### src/rtl/mem_ctrl_pkg.sv
// Shared definitions for the byte-serial memory controller: widths, funct3 codes,
// FSM states and the latched request descriptor.
package mem_ctrl_pkg;

  localparam int unsigned WORD_W = 32;
  localparam int unsigned BYTE_W = 8;
  localparam int unsigned F3_W   = 3;
  localparam int unsigned CNT_W  = 3;

  localparam logic [F3_W-1:0] F3_LB  = 3'b000;
  localparam logic [F3_W-1:0] F3_LH  = 3'b001;
  localparam logic [F3_W-1:0] F3_LW  = 3'b010;
  localparam logic [F3_W-1:0] F3_LBU = 3'b100;
  localparam logic [F3_W-1:0] F3_LHU = 3'b101;

  localparam logic [WORD_W-1:0] ZERO_WORD = '0;

  typedef enum logic [1:0] {
    ST_IDLE,
    ST_READ,
    ST_WRITE,
    ST_DONE
  } state_t;

  typedef struct packed {
    logic              is_if;
    logic [F3_W-1:0]   width;
    logic [CNT_W-1:0]  nbytes;
  } req_t;

  // Bytes per access: x00 -> 1, x01 -> 2, anything else is a word.
  function automatic logic [CNT_W-1:0] byte_count(input logic [F3_W-1:0] width);
    case (width[1:0])
      2'b00:   return CNT_W'(1);
      2'b01:   return CNT_W'(2);
      default: return CNT_W'(4);
    endcase
  endfunction

endpackage

### src/rtl/mem_ext.sv
// Load-data extension: sign- or zero-extends a byte/half, passes words through.
module mem_ext
  import mem_ctrl_pkg::*;
(
  input  logic [F3_W-1:0]   width,
  input  logic [WORD_W-1:0] word,
  output logic [WORD_W-1:0] ext_c
);

  always_comb begin
    ext_c = word;
    case (width)
      F3_LB:   ext_c = {{24{word[7]}}, word[7:0]};
      F3_LH:   ext_c = {{16{word[15]}}, word[15:0]};
      F3_LBU:  ext_c = {24'b0, word[7:0]};
      F3_LHU:  ext_c = {16'b0, word[15:0]};
      default: ext_c = word;
    endcase
  end

endmodule

### src/rtl/mem_ctrl.sv
// Shares one byte-wide RAM port between instruction fetch and the MEM load/store
// path, serialising each access into byte transfers.
module mem_ctrl
  import mem_ctrl_pkg::*;
#(
  parameter int unsigned ADDR_W = 32
) (
  input  logic              clk,
  input  logic              rst,
  input  logic              rdy,
  input  logic              if_req,
  input  logic [WORD_W-1:0] if_addr,
  output logic              if_done,
  output logic [WORD_W-1:0] if_data,
  input  logic              ma_re,
  input  logic              ma_we,
  input  logic [F3_W-1:0]   ma_width,
  input  logic [WORD_W-1:0] ma_addr,
  input  logic [WORD_W-1:0] ma_wdata,
  output logic              ma_done,
  output logic [WORD_W-1:0] ma_rdata,
  output logic              stallreq_if,
  output logic              stallreq_mem,
  output logic [ADDR_W-1:0] mem_a,
  output logic [BYTE_W-1:0] mem_dout,
  input  logic [BYTE_W-1:0] mem_din,
  output logic              mem_wr
);

  state_t              state_q, state_d;
  req_t                req_q, req_d;
  logic [CNT_W-1:0]    cnt_q, cnt_d;
  logic [WORD_W-1:0]   wdata_q, wdata_d;
  logic [WORD_W-1:0]   buf_q, buf_d;
  logic                wr_q, wr_d;
  logic [ADDR_W-1:0]   a_d;
  logic [BYTE_W-1:0]   dout_d;
  logic                if_done_d, ma_done_d;
  logic [WORD_W-1:0]   if_data_d, ma_rdata_d;
  logic [WORD_W-1:0]   word_c, ext_c;
  logic [CNT_W-1:0]    cnt_inc_c;

  assign stallreq_if  = if_req & ~if_done;
  assign stallreq_mem = (ma_re | ma_we) & ~ma_done;
  assign mem_wr       = wr_q & rdy;
  assign cnt_inc_c    = cnt_q + CNT_W'(1);

  // Read buffer with the byte arriving this cycle merged into lane cnt-1.
  always_comb begin
    word_c = buf_q;
    case (cnt_q)
      3'd1:    word_c[7:0]   = mem_din;
      3'd2:    word_c[15:8]  = mem_din;
      3'd3:    word_c[23:16] = mem_din;
      3'd4:    word_c[31:24] = mem_din;
      default: word_c = buf_q;
    endcase
  end

  mem_ext u_ext (
    .width (req_q.width),
    .word  (word_c),
    .ext_c (ext_c)
  );

  always_comb begin
    state_d    = state_q;
    req_d      = req_q;
    cnt_d      = cnt_q;
    wdata_d    = wdata_q;
    buf_d      = buf_q;
    wr_d       = wr_q;
    a_d        = mem_a;
    dout_d     = mem_dout;
    if_done_d  = if_done;
    if_data_d  = if_data;
    ma_done_d  = ma_done;
    ma_rdata_d = ma_rdata;
    if (rdy) begin
      if_done_d = 1'b0;
      ma_done_d = 1'b0;
      case (state_q)
        ST_IDLE: begin
          cnt_d = '0;
          buf_d = ZERO_WORD;
          if (ma_re || ma_we) begin
            req_d = '{is_if: 1'b0, width: ma_width, nbytes: byte_count(ma_width)};
            a_d   = ADDR_W'(ma_addr);
            if (ma_we) begin
              state_d = ST_WRITE;
              wr_d    = 1'b1;
              wdata_d = ma_wdata;
              dout_d  = ma_wdata[7:0];
            end else begin
              state_d = ST_READ;
            end
          end else if (if_req) begin
            req_d   = '{is_if: 1'b1, width: F3_LW, nbytes: CNT_W'(4)};
            a_d     = ADDR_W'(if_addr);
            state_d = ST_READ;
          end
        end
        // Addresses go out while cnt < n; byte for lane cnt-1 lands one cycle later.
        ST_READ: begin
          if (cnt_q != '0) buf_d = word_c;
          if (cnt_q == req_q.nbytes) begin
            state_d = ST_DONE;
            if (req_q.is_if) begin
              if_done_d = 1'b1;
              if_data_d = word_c;
            end else begin
              ma_done_d  = 1'b1;
              ma_rdata_d = ext_c;
            end
          end else begin
            cnt_d = cnt_inc_c;
            if (cnt_inc_c < req_q.nbytes) a_d = mem_a + ADDR_W'(1);
          end
        end
        ST_WRITE: begin
          if (cnt_inc_c < req_q.nbytes) begin
            cnt_d   = cnt_inc_c;
            a_d     = mem_a + ADDR_W'(1);
            dout_d  = wdata_q[15:8];
            wdata_d = wdata_q >> 8;
          end else begin
            wr_d      = 1'b0;
            state_d   = ST_DONE;
            ma_done_d = 1'b1;
          end
        end
        ST_DONE: state_d = ST_IDLE;
        default: state_d = ST_IDLE;
      endcase
    end
  end

  always_ff @(posedge clk or negedge rst) begin
    if (!rst) begin
      state_q  <= ST_IDLE;
      req_q    <= '0;
      cnt_q    <= '0;
      wdata_q  <= '0;
      buf_q    <= '0;
      wr_q     <= 1'b0;
      mem_a    <= '0;
      mem_dout <= '0;
      if_done  <= 1'b0;
      if_data  <= '0;
      ma_done  <= 1'b0;
      ma_rdata <= '0;
    end else begin
      state_q  <= state_d;
      req_q    <= req_d;
      cnt_q    <= cnt_d;
      wdata_q  <= wdata_d;
      buf_q    <= buf_d;
      wr_q     <= wr_d;
      mem_a    <= a_d;
      mem_dout <= dout_d;
      if_done  <= if_done_d;
      if_data  <= if_data_d;
      ma_done  <= ma_done_d;
      ma_rdata <= ma_rdata_d;
    end
  end

endmodule

### config.mk
export PLATFORM = sky130hd
export DESIGN_NAME = mem_ctrl
export DESIGN_NICKNAME = d
export VERILOG_FILES = /design/src/rtl/mem_ctrl_pkg.sv /design/src/rtl/mem_ext.sv /design/src/rtl/mem_ctrl.sv
export SDC_FILE = /design/constraint.sdc
export NUM_CORES = 1
export LEC_CHECK = 0
export CELL_PAD_IN_SITES_DETAIL_PLACEMENT = 1
export CELL_PAD_IN_SITES_GLOBAL_PLACEMENT = 1
export CORE_ASPECT_RATIO = 1.25
export CORE_MARGIN = 3
export CORE_UTILIZATION = 38
export CTS_CLUSTER_SIZE = 20
export DETAILED_ROUTE_END_ITERATION = 7
export PLACE_DENSITY = 0.82
export SKIP_LAST_GASP = 1
export SLEW_MARGIN = 20
export SYNTH_ARGS = -nofsm -noshare
export SYNTH_HDL_FRONTEND = slang
export SYNTH_HIERARCHICAL = 1
export SYNTH_SLANG_ARGS = --single-unit
### constraint.sdc
create_clock -name clk -period 3.12 [get_ports clk]
set_input_delay 0.624 -clock clk [delete_from_list [all_inputs] [get_ports clk]]
set_output_delay 0.624 -clock clk [all_outputs]
set_load 0.05 [all_outputs]
# Word level (Yosys, flattened, before mapping)
# Cells that the tools add are included.
# Widths: inputs -> output; s select.
[totals]
ff_bits = 183
in_bits = 113
out_inout_bits = 109
[op_classes]
addsub = 2
magnitude_cmp = 1
n_eq_ne = 20
muxes = 43
n_bitwise = 7
n_reduce_logical = 18
[op_table]
columns = ["operator", "n"]
rows = [
  ["$mux 32", 8],
  ["$pmux 32 s2", 2],
  ["$pmux 32 s4", 1],
  ["$pmux 32 s3", 1],
  ["$mux 8", 7],
  ["$add 32x1->32 const B", 1],
  ["$reduce_and 4->1", 5],
  ["$pmux 8 s2", 1],
  ["$mux 7", 2],
  ["$ne 2x2->1 const B", 7],
  ["$mux 2", 5],
  ["$reduce_and 5->1", 2],
  ["$eq 3x3->1 const B", 3],
  ["$mux 1", 9],
  ["$pmux 3 s3", 1],
  ["$pmux 2 s4", 1],
  ["$eq 3x1->1 const B", 2],
  ["$eq 3x2->1 const B", 2],
  ["$mux 3", 2],
  ["$pmux 3 s2", 1],
  ["$reduce_and 3->1", 2],
  ["$reduce_bool 2->1", 3],
  ["$reduce_bool 3->1", 2],
  ["$eq 2x1->1 const B", 2],
  ["12 further kinds", 19],
]

# Depth between registers and ports, before layout
[depth]
ltp_word = 5
mapped_depth = 11
mapped_depth_nobuf = 9

# Cells and area by module
# The synthesis kept the hierarchy.
[by_module_without_submodules]
columns = ["mod", "n_inst", "cells_each", "area_per_inst_um2"]
rows = [
  ["mem_ctrl", 1, 845, 8760.9],
  ["mem_ext", 1, 67, 355.3],
]

# Least setup slack after synthesis
# Ideal clock, no wire load.
[synth_path]
path_type = "flip-flop to flip-flop"
from = "reg cnt_q[0]"
to = "reg mem_a[31]"
setup_ns = 0.072
t_arrival_ns = 2.519
t_required_ns = 3.048
setup_slack_ns = 0.529
stages_incl_launch_ff = 11
synth_period_minus_slack_ns = 2.591
path_cell_list = "dfrtp_1 ha_1 ha_1 inv_1 ha_1 a21oi_1 a31oi_1 or3_1 clkbuf_1 or4_1 nand4_1"
[synth_between]
elab_chain_cells = 5
elab_cells_between_ends = 8
[synth_lines]
columns = ["item", "line_no", "source"]
rows = [
  ["start: declaration", "mem_ctrl.sv:32", "logic [CNT_W-1:0] cnt_q, cnt_d;"],
  ["start signal: assignment", "mem_ctrl.sv:155", "cnt_q <= cnt_d;"],
  ["$add 3x1->3", "mem_ctrl.sv:46", "assign cnt_inc_c = cnt_q + CNT_W'(1);"],
  ["$lt 3x3->1", "mem_ctrl.sv:117, mem_ctrl.sv:121", ""],
  ["$mux 32 (2 in a row)", "n/a", ""],
  ["$pmux 32 s3", "n/a", ""],
  ["end signal: assignment", "mem_ctrl.sv:146", "mem_a <= '0;"],
  ["end signal: assignment", "mem_ctrl.sv:159", "mem_a <= a_d;"],
  ["end: declaration", "mem_ctrl.sv:24", "output logic [ADDR_W-1:0] mem_a,"],
]
# Several ways; a longest one is shown, not always the timed one. The select of a mux whose other input is x is not followed.
# A chain may end at the register's enable or synchronous reset.

# Worst setup path after layout
[layout_path]
from = "reg cnt_q[0]"
to = "reg wdata_q[11]"
[layout_between]
elab_chain_cells = 4
[layout_lines]
columns = ["item", "line_no", "source"]
rows = [
  ["$add 3x1->3", "mem_ctrl.sv:46", ""],
  ["$lt 3x3->1", "mem_ctrl.sv:121", "if (cnt_inc_c < req_q.nbytes) begin"],
  ["$ne 2x2->1 (no source line)", "n/a", ""],
  ["$reduce_and 5->1 (no source line)", "n/a", ""],
  ["end signal: assignment", "mem_ctrl.sv:156", "wdata_q <= wdata_d;"],
  ["end: declaration", "mem_ctrl.sv:33", "logic [WORD_W-1:0] wdata_q, wdata_d;"],
]
# No other way between the ends.

==> qor.yml <==
pwr:
  seqPwrFrac_pct: 29.2
  combPwrFrac_pct: 54.5
  p_int_w: 0.006771
  power_leakage_nw: 5.233
  p_switching_w: 0.006113
  p_clk_share_pct: 16.3
  sw_frac_of_total_pct: 47.45
  ir_drop_mv: 0.5240
  p_per_area_nw_per_um2: 1058
logic_synthesis:
  synth_xor_area_share_pct: 0.1921
  ys_seq_elements: 175
  synth_fa_ha_area_share_pct: 1.784
  seq_area_frac_synth_pct: 48.04
  avgSynthCellArea_sq_um: 9.996
  synth-simple-area-share_pct: 13.16
  syn-num-nets: 1038
  yosys_most_used_dff: "dfrtp_1"
  synth_top_area_share_pct: 48.04
  ys_async_sr_fraction_pct: 100.0
  ys_warn_count: 6
  yosys-mux-area-fraction_pct: 17.69
  synth_edf_count: 0
  synth_top_family_by_area: "multiplexers"
  ys_types: 52
  syn_area_sq_um: 9116
  yosys.area.top_type: "dfrtp_1"
  yosysMostFrequentCell: "dfrtp_1"
  synth_compound_area_share_pct: 14.18
  yosys-top-cells-count: "175 x dfrtp_1, 163 x nand2_1, 117 x mux2_2, 107 x o21ai_0, 48 x clkbuf_1"
  syn_inst: 912
  synth.area.top_cells: "dfrtp_1 48%, mux2_2 14%, nand2_1 6.7%"
timing:
  tightest_slew_ns: 0.8811
  setup_tns_ns: 0
  setup_violations: 0
  max_freq_ghz: 0.3548
  slew_headroom_pct: 41.26
  hold_viol: 0
  period_needed_ns: 2.818
  drv_slew: 0
  rsz0062_at_grt: "false"
  finClkSkew_ns: 0.01175
  final.period_utilization_pct: 90.34
setup_path:
  arrival_ns: 3.07
  r2r_start: "cnt_q[0]"
  cp-startpoint: "cnt_q[0]"
  required_ns: 3.37
  crit_fanout: 64
  rrSetupSlack_ns: 0.30
  crit_path_end_kind: "register"
  cp-start-kind: "register"
  crit_type: "reg -> reg"
cells_and_area:
  design.final.nets: 1223
  area_delta_synth_final_pct: 33.54
  postLayoutCoreUtil_pct: 52.31
  diodes: 0
  drive_above_1_share_pct: 16.85
cts:
  cts_tree: "done"
  htreeDepth: 4
  root_buffer: "clkbuf_16"
  numCtsBuffers: 17
  ctsResizeCount: 0
  cts.clk_slew.worst_paths_ns: 0.07
  clock_latency_ns: 0.43
  cts_setup_buffers: 0
  cts_hold_buffers: 0
  clock_path_buffers: 2
  clock_sinks: 175
place:
  dp_hpwl_um: 19690
  place_congestion: 0.8314
  port-buffer-count: 221
drt:
  wl_um: 27400
  wl_met3_um: 1353
  wl_met2_um: 14570
  vias: 7632
  highest_layer: "met4"
  wl_met1_um: 11120
  firstDrtPassIters: 5
  vias_per_cell: 5.459
  wl_per_cell_um: 19.60
  postRouteAntennaNets: 0
  drtIter0Drc: 385
  drc: 0
floorplanning:
  dieArea_sq_um: 25900
  core-area_sq_um: 23270
  die_h_um: 179.2
  top_level_ports: 222
  initial_core_util_pct: 39.17
  fp.dieW_um: 144.5
  rows: 62
status:
  outcome: "complete, no violations"
grt:
  antenna_found_initial: 0
  grt_pass1_wl_um: 43660
  grt_usage_pct: 21.27
  gr-total-overflow: 0
  grt_pass1_vias: 8136
  grt_max_degree: 69
min_path:
  hold_path.class: "in -> async"
run:
  cap_violations: 0
==> stage by stage <==
stage	hold WS, ns	total power [W]	worst slack [ns]	area [sq um]	instances
2_1_floorplan	0.3284	0.008560	0.5289	9116	912
3_3_place_gp	0.4554	0.01059	0.4568	11600	1366
3_5_place_dp	0.4645	0.01084	0.3172	11600	1366
4_1_cts	0.2169	0.01300	0.2819	12170	1398
5_1_grt	0.2357	0.01370	0.07774	12170	1398
6_report	0.1955	0.01288	0.3015	12170	1398
==> flip-flops by register name, indices dropped and copies added, names as in the netlist, 2 cells and up <==
name	flops
mem_a	32
state_q	2
ma_rdata	32
cnt_q	3
wdata_q	25
mem_dout	7
req_q	7
buf_q	32
if_data	32
==> area by class of cell <==
| type | instances | area, sq um |
|---|---|---|
| Clock buffer | 22 | 474.2 |
| Clock inverter | 10 | 101.3 |
| Fill cell | 2588 | 11100 |
| Inverter | 17 | 63.81 |
| Multi-Input combinational cell | 641 | 4309 |
| Sequential cell | 175 | 4379 |
| Tap cell | 288 | 360.3 |
| Timing Repair Buffer | 245 | 2486 |
==> final timing paths <==
path,endpoint,cells after the start
max,wdata_q[11],9
min in group clk,buf_q[11],2
max reg2reg,wdata_q[11],9
min,wdata_q[25],1
min reg2reg,buf_q[11],2
max in group asynchronous,if_data[26],2
==> worst max-delay path, cell delays in order, from the launching register on <==
cell     delay [ns]
dfrtp_1        0.43
ha_1           0.22
ha_1           0.30
inv_1          0.05
ha_1           0.28
a21oi_1        0.22
nand2_1        0.14
a211o_2        0.68
nand2_1        0.20
o21ai_0        0.12
==> logic make-up after synthesis <==
kind of cell / count (synthesis)
xor+xnor: 2
compound gates: 215
mux: 146
fa+ha+maj: 13
flops: 175
simple gates: 265
buf+inv: 96
==> power by group through the flow <==
stage / Combinational [W] / Sequential (W) / Clock [W]
6_report: 0.00702 / 0.00377 / 0.00209
5_1_grt: 0.00757 / 0.00388 / 0.00225
2_1_floorplan: 0.00347 / 0.00509 / 0
3_3_place_gp: 0.00683 / 0.00375 / 0
3_5_place_dp: 0.00704 / 0.00380 / 0
4_1_cts: 0.00709 / 0.00377 / 0.00215
==> routing by layer <==
| layer | vias to the layer above | global-route usage (%) |
|---|---|---|
| met5 | - | 0 |
| met4 | 0 | 4.705 |
| met3 | 29 | 4.642 |
| met2 | 200 | 38.64 |
| met1 | 3813 | 25.62 |
| li1 | 3590 | - |
==> cells in the final DEF, fill, tap and decap left out, types with 7 or more instances in the layout <==
cell             netlist  routed
a2bb2oi_1             16      16
nor2_1                19      18
a31oi_1                9       9
mux2i_1               27      27
buf_4                 17      19
nand4_1               15      15
nand2b_1              10      10
clkdlybuf4s50_1        0     217
nand3_1               22      21
inv_1                 16      16
nand2_1              163     163
a211oi_1               7       7
clkbuf_16              0      17
o21ai_0              107     107
a21oi_1               32      32
and3_1                 7       7
ha_1                  13      11
o22a_1                10      10
o22ai_1               13      13
nor2b_1                9       9
dfrtp_1              175     175
buf_12                 0       8
mux2_2               117     117
No activity file was read; power rests on OpenSTA's default activity.
